$ cat config.mk
export PLATFORM = sky130hd
export DESIGN_NAME = pauli_frame_tracker
export DESIGN_NICKNAME = d
export VERILOG_FILES = /design/src/rtl/pauli_frame_tracker.sv
export SDC_FILE = /design/constraint.sdc
export NUM_CORES = 1
export LEC_CHECK = 0
export CAP_MARGIN = 10
export CORE_ASPECT_RATIO = 0.7
export CORE_UTILIZATION = 45
export DETAILED_ROUTE_END_ITERATION = 7
export PLACE_DENSITY_LB_ADDON = 0.15
export SETUP_SLACK_MARGIN = 0.2
export SYNTH_ARGS = -nofsm -noshare
export SYNTH_HDL_FRONTEND = slang
export SYNTH_SLANG_ARGS = --single-unit
$ cat constraint.sdc
create_clock -name CLK -period 2.4 [get_ports CLK]
set_input_delay 0.36 -clock CLK [delete_from_list [all_inputs] [get_ports CLK]]
set_output_delay 0.36 -clock CLK [all_outputs]
set_load 0.01 [all_outputs]
$ cat src/rtl/pauli_frame_tracker.sv
// Pauli frame tracker: filters single-qubit corrections through a two-round
// persistence check per axis, then toggles the tracked X/Z frame of that qubit.
module pauli_frame_tracker (
   input  logic       CLK,
   input  logic       RST,
   input  logic [4:0] correction,
   input  logic [1:0] axis,
   input  logic       clr,
   input  logic [2:0] qsel,
   output logic       frame_x,
   output logic       frame_z,
   output logic       applied,
   output logic [3:0] count,
   output logic       err
);

   typedef enum logic [1:0] {
      AX_IDLE = 2'b00,
      AX_X    = 2'b01,
      AX_Y    = 2'b10,
      AX_Z    = 2'b11
   } axis_t;

   axis_t      ax;
   logic [4:0] frame_x_r, frame_z_r, pend_x, pend_y, pend_z;
   logic [4:0] frame_x_n, frame_z_n, pend_x_n, pend_y_n, pend_z_n;
   logic [4:0] pend_sel, confirmed;
   logic [3:0] count_r, count_n;
   logic       err_r, err_n, applied_r, applied_n;
   logic       multi;

   assign ax = axis_t'(axis);

   always_comb begin
      frame_x_n = frame_x_r;
      frame_z_n = frame_z_r;
      pend_x_n  = pend_x;
      pend_y_n  = pend_y;
      pend_z_n  = pend_z;
      count_n   = count_r;
      err_n     = err_r;
      applied_n = 1'b0;
      confirmed = '0;
      pend_sel  = '0;
      multi     = (correction & (correction - 5'd1)) != 5'd0;

      case (ax)
         AX_X:    pend_sel = pend_x;
         AX_Y:    pend_sel = pend_y;
         AX_Z:    pend_sel = pend_z;
         default: pend_sel = '0;
      endcase

      if (ax != AX_IDLE) begin
         if (multi) begin
            err_n = 1'b1;
         end else begin
            // A confirmed bit is consumed so a third report starts a new pair.
            confirmed = correction & pend_sel;
            case (ax)
               AX_X: begin
                  pend_x_n  = correction & ~confirmed;
                  frame_x_n = frame_x_r ^ confirmed;
               end
               AX_Y: begin
                  pend_y_n  = correction & ~confirmed;
                  frame_x_n = frame_x_r ^ confirmed;
                  frame_z_n = frame_z_r ^ confirmed;
               end
               AX_Z: begin
                  pend_z_n  = correction & ~confirmed;
                  frame_z_n = frame_z_r ^ confirmed;
               end
               default: ;
            endcase
            applied_n = |confirmed;
            if ((|confirmed) && (count_r != 4'hF))
               count_n = count_r + 4'd1;
         end
      end
   end

   always_ff @(posedge CLK or posedge RST) begin
      if (RST) begin
         frame_x_r <= '0;
         frame_z_r <= '0;
         pend_x    <= '0;
         pend_y    <= '0;
         pend_z    <= '0;
         count_r   <= '0;
         err_r     <= 1'b0;
         applied_r <= 1'b0;
      end else if (clr) begin
         frame_x_r <= '0;
         frame_z_r <= '0;
         pend_x    <= '0;
         pend_y    <= '0;
         pend_z    <= '0;
         count_r   <= '0;
         err_r     <= 1'b0;
         applied_r <= 1'b0;
      end else begin
         frame_x_r <= frame_x_n;
         frame_z_r <= frame_z_n;
         pend_x    <= pend_x_n;
         pend_y    <= pend_y_n;
         pend_z    <= pend_z_n;
         count_r   <= count_n;
         err_r     <= err_n;
         applied_r <= applied_n;
      end
   end

   // Qubit 0 lives in bit 4; out-of-range selects read as zero.
   always_comb begin
      frame_x = 1'b0;
      frame_z = 1'b0;
      case (qsel)
         3'd0: begin frame_x = frame_x_r[4]; frame_z = frame_z_r[4]; end
         3'd1: begin frame_x = frame_x_r[3]; frame_z = frame_z_r[3]; end
         3'd2: begin frame_x = frame_x_r[2]; frame_z = frame_z_r[2]; end
         3'd3: begin frame_x = frame_x_r[1]; frame_z = frame_z_r[1]; end
         3'd4: begin frame_x = frame_x_r[0]; frame_z = frame_z_r[0]; end
         default: ;
      endcase
   end

   assign applied = applied_r;
   assign count   = count_r;
   assign err     = err_r;

endmodule

==> run metrics, run 1 <==
clock buffer count from CTS=5; Max Cap Violations=0; Core Region=3670 um2; via count=1,516; Peak supply drop=0.315 mV; Avg WL per Cell=16.5 um; vias per cell=5.66; CP max stage cell=clkdlybuf4s50_1; Leak=0.964 nW; mean post-synth cell area=10.1 um2; Post-synth EDFFs=0; final hold violations=0; synth unique cells=33; run status=finished, final reports clean; fin. max-slew vios=0; Total Wirelength=4430 um; global placement routability congestion=0.875; Reg clk slew, reported paths=0.06 ns; worst slew margin relative to its limit=52.6%; Die H=54.8 um; critical path buffer and inverter count=3; crit start category=input pin; Die ar.=4240 um2; CTS Sinks=31; Rows=18; R2R depth=5; setup tns final=0 ns; CP max stage delay=0.57 ns; CTS tree=yes; crit end category=primary output; flop2flop setup slack=0.54 ns; HP Class=input pin to async pin; worst setup path class=input pin to primary output; number of remaining DRC errors=0; Util after Layout=62.7%; commonest non-fill, non-tap cell in the layout=dfrtp_1; Pwr Total=1.08 mW; most used cell, CP=clkdlybuf4s50_1; Mapped Area=1790 um2; post-route cell area=2300 um2; number of synthesized register bits=31; total congestion overflow=0; dominant synthesized flop cell=dfrtp_1; Detailed Route Iter0 Violations=165; CP Max Fanout=4; IO Count=21; Final setup viols=0; WP data arrival=1.81 ns; post-DP HPWL=3030 um; clock latency on the worst-skew pair=0.28 ns; Layout Nets=236; YS warnings=0; number of antenna violations at the first check in global routing=0; reg-to-reg endpoint=count[0]; part of the cycle the worst path needs=90.2%; CTS H-tree lvls=2; delay-heaviest family, CP=buffers and inverters; Port Buffer Count=20; Max Clk Rate=0.462 GHz; Layout area overhead=28.4%; Initial Util=48.8%; Die W=77.4 um; first-pass GRT wire length=7240 um; Worst Max-Slew Pin Slew=0.708 ns; commonest cells after routing, fill and taps aside=dfrtp_1, buf_4, o21ai_0, nor2_1; drt first pass iters=5; vias in the first global route=1,485; largest net degree at the start of global routing=32; antenna fix cells=0; Gate Count Post-Synth=177; hold slack=0.458 ns; net count after synthesis=196; P per Cell Area=467 nW/um2; post-route antenna net violation count=0; layout cells sized above 1=22.5%; CP required=2.04 ns; RSZ-0062 raised after global routing=no; Post-synth ARST share=100%; placed inst area=2150 um2; CP cell instances=clkdlybuf4s50_1 > inv_1 > o31ai_1 > clkdlybuf4s50_1; register area share after synthesis=43.3%; Clock Tree Buf Depth=2; Reg-to-Reg Start=pend_x[2]; Setup Skew=0.00647 ns; Total GRT Usage=22.9%; Final min period=2.17 ns; CTS Root Cell=clkbuf_8
[kinds of logic after synthesis]
family	synth area share [%]
compound gates	16.2
xor+xnor	4.88
fa+ha+maj	4.81
buf+inv	3.91
flops	43.3
mux	2.86
simple gates	24.1
[cell usage after synthesis (4+ instances only)]
cell	instances	area (um2)
a222oi_1	5	50.1
clkbuf_1	7	26.3
dfrtp_1	31	776
ha_1	6	75.1
inv_1	6	22.5
mux2i_1	4	40.0
nand2_1	4	15.0
nand2b_1	4	25.0
nand3b_1	15	113
nand4_1	5	31.3
nor2_1	18	67.6
nor2b_1	6	37.5
o2111ai_1	5	43.8
o21ai_0	20	100
xor2_1	10	87.6
[repair_timing]
| item | CTS | global route |
|---|---|---|
| hold buffers | 0 | 0 |
| cloned | 0 | 0 |
| pin swaps | 5 | 3 |
| gates resized for setup | 13 | 7 |
| buffers inserted | 2 | 2 |
| endpoints found under the setup margin | 10 | 6 |
[per-layer routing]
metal | vias up | share of wire, % | GRT usage [%]
li1 | 730 | - | -
met1 | 733 | 48 | 31.3
met2 | 42 | 46 | 35.4
met3 | 11 | 4.5 | 5.50
met4 | 0 | 2.3 | 8.81
met5 | - | 0 | 0
[how the worst max path moves through the flow]
stage | startpoint | end | cells after the start
after floorplan | axis[0] | count[0] | 8
after global placement | axis[0] | count[3] | 9
after detailed placement | axis[1] | count[3] | 9
after CTS | axis[1] | count[3] | 9
after global routing | qsel[1] | frame_z | 4
final | qsel[1] | frame_z | 4
[through the flow]
step	setup WS, ns	std cells
floorplan	0.278	177
global placement	-0.222	256
detailed placement	-0.349	256
CTS	0.233	266
global route	0.192	268
finish	0.235	268
[state kept, by name, summed over array words and instances (netlist names)]
name       flops
count          4
applied        1
err            1
pend_y         5
pend_z         5
frame_x_r      5
frame_z_r      5
pend_x         5
[worst register-to-register path: stages (launching register included)]
cell	delay (ns)
dfrtp_1	0.40
a222oi_1	0.48
nor3b_2	0.13
nor4_4	0.34
nor2_2	0.09
mux2_1	0.31
[layout make-up]
| cell class | instances | area (um2) |
|---|---|---|
| Clock buffer | 7 | 76.3 |
| Clock inverter | 1 | 5.00 |
| Fill cell | 298 | 1370 |
| Inverter | 6 | 22.5 |
| Multi-Input combinational cell | 130 | 993 |
| Sequential cell | 31 | 776 |
| Tap cell | 50 | 62.6 |
| Timing Repair Buffer | 43 | 367 |
[power by group]
part	internal, mW	total [mW]	leakage (nW)	switching (mW)
registers	0.529	0.532	0.431	0.00387
clock network	0.203	0.393	0.0422	0.190
logic	0.0638	0.150	0.491	0.0859
Power figures use the tool's default switching activity.
==> inputs of run 2 (changes only) <==
--- a/config.mk
+++ b/config.mk
@@ -10,6 +10,7 @@
 export CORE_UTILIZATION = 45
 export DETAILED_ROUTE_END_ITERATION = 7
 export PLACE_DENSITY_LB_ADDON = 0.15
+export REMOVE_ABC_BUFFERS = 1
 export SETUP_SLACK_MARGIN = 0.2
 export SYNTH_ARGS = -nofsm -noshare
 export SYNTH_HDL_FRONTEND = slang
==> run 2 against run 1 <==
  * Final area decreased by 0.54%
  * Count of clock-buffer cells in the layout stayed put
  * Fmax is 4.6% higher
  * Worst hold slack improved by 0.0086 ns
  * Worst setup slack better by 0.095 ns
  * Critical endpoint is now pend_z[1]
==> run metrics, run 2 (synthesis results as in run 1) <==
RSZ-0062 raised after global routing=no; HP Class=input pin to async pin; Final setup viols=0 (unchanged); post-route cell area=2290 um2 (-0.54%); Detailed Route Iter0 Violations=81 (-51%); via count=1,501 (-0.99%); clock buffer count from CTS=5 (unchanged); Setup Skew=0.00246 ns (-0.00401 ns); Reg-to-Reg Start=pend_x[2]; # hold bufs at CTS=0 (unchanged); commonest non-fill, non-tap cell in the layout=dfrtp_1; final hold violations=0 (unchanged); Peak supply drop=0.319 mV (+1.5%); Core Region=3670 um2 (unchanged); Leak=0.947 nW (-1.7%); number of remaining DRC errors=0 (unchanged); vias per cell=5.64 (-0.25%); worst slack, placed=-0.346 ns (+0.00247 ns); post-route antenna net violation count=0 (unchanged); fin. max-slew vios=0 (unchanged); antenna fix cells=0 (unchanged); number of antenna violations at the first check in global routing=0 (unchanged); Reg clk slew, reported paths=0.06 ns (about the same); Port Buffer Count=20 (unchanged); drt first pass iters=7 (+2); crit start category=input pin; total congestion overflow=0 (unchanged); WP data arrival=2.21 ns (+0.40 ns); post-DP HPWL=2910 um (-4.0%); Critical Path Source=correction[2]; P per Cell Area=468 nW/um2 (+0.22%); Avg WL per Cell=15.9 um (-3.7%); Layout Nets=234 (-0.85%); Final min period=2.07 ns (-0.0946 ns); Die ar.=4240 um2 (unchanged); commonest cells after routing, fill and taps aside=dfrtp_1, buf_4, o21ai_0, nor2_1; CTS H-tree lvls=2 (unchanged); largest net degree at the start of global routing=39 (+22%); run status=finished, final reports clean; Rows=18 (unchanged); layout cells sized above 1=22.2% (-0.25 points); fin cells=266 (-0.75%); CTS Sinks=31 (unchanged); Die H=54.8 um (unchanged); vias in the first global route=1,426 (-4.0%); part of the cycle the worst path needs=86.3% (-3.9 points); IO Count=21 (unchanged); placed inst area=2140 um2 (-0.35%); crit end category=flop; CP Max Fanout=14 (+10); Max Cap Violations=0 (unchanged); # placed instances=255 (-0.39%); final setup margin=0.329 ns (+0.0946 ns); Worst Max-Slew Pin Slew=0.516 ns (-0.192 ns); Util after Layout=62.4% (-0.34 points); Die W=77.4 um (unchanged); Clock Tree Buf Depth=2 (unchanged); clock latency on the worst-skew pair=0.28 ns (about the same); Pwr Total=1.07 mW (-0.32%); Max Clk Rate=0.483 GHz (+4.6%); worst setup path class=input pin to flop; CTS tree=yes; CP required=2.54 ns (+0.50 ns); Total Wirelength=4230 um (-4.4%); Layout area overhead=27.7%; worst slew margin relative to its limit=65.6% (+13 points); Initial Util=48.8% (unchanged); first-pass GRT wire length=6830 um (-5.6%); Total GRT Usage=21.6% (-1.3 points); global placement routability congestion=0.871 (-0.53%); CTS Root Cell=clkbuf_8
## run 2: stage by stage
step	TNS, ns	hold slack (ns)
after detailed placement	-2.08	0.503
after global placement	-1.04	0.479
after CTS	0	0.484
after floorplan	0	0.423
final	0	0.467
after global routing	0	0.506
## run 2: final cells by class
| type | count | area [um2] |
|---|---|---|
| Inverter | 6 | 22.5 |
| Sequential cell | 31 | 776 |
| Clock buffer | 7 | 76.3 |
| Tap cell | 50 | 62.6 |
| Multi-Input combinational cell | 130 | 1000 |
| Fill cell | 297 | 1380 |
| Clock inverter | 1 | 5.00 |
| Timing Repair Buffer | 41 | 344 |
## run 2: path summary, 6_finish.rpt
kind | slack [ns] | end | depth (start not counted)
min in group CLK | 0.52 | pend_y[4] | 2
max in group asynchronous | 1.65 | pend_y[4] | 3
worst max register to register | 0.54 | count[3] | 7
worst min-delay path | 0.47 | err | 3
worst min register to register | 0.52 | pend_y[4] | 2
worst max-delay path | 0.33 | pend_z[1] | 7
## run 2: worst max-delay path, stage by stage
cell	delay [ns]
clkdlybuf4s50_1	0.50
a2111o_1	0.49
o31ai_4	0.11
buf_4	0.27
nand3_2	0.22
nand3b_1	0.14
o21ai_0	0.11
## run 2: report_power, final
group | switching (mW) | internal, mW
logic | 0.0856 | 0.0629
clock network | 0.188 | 0.203
registers | 0.00365 | 0.529
total | 0.278 | 0.795
## run 2: what timing repair did
item                       CTS  global route
gates resized for setup     16             5
setup endpoints to repair   10             4
pin swaps                    2             1
buffers inserted             2             1
## run 2: per-layer routing
layer	GRT usage [%]	vias up	wire length [um]	share of wire (%)
li1	-	723	-	-
met1	29.3	738	2120	50
met2	34.7	37	1910	45
met3	5.17	3	173	4.1
met4	6.29	0	27	0.64
met5	0	-	0	0
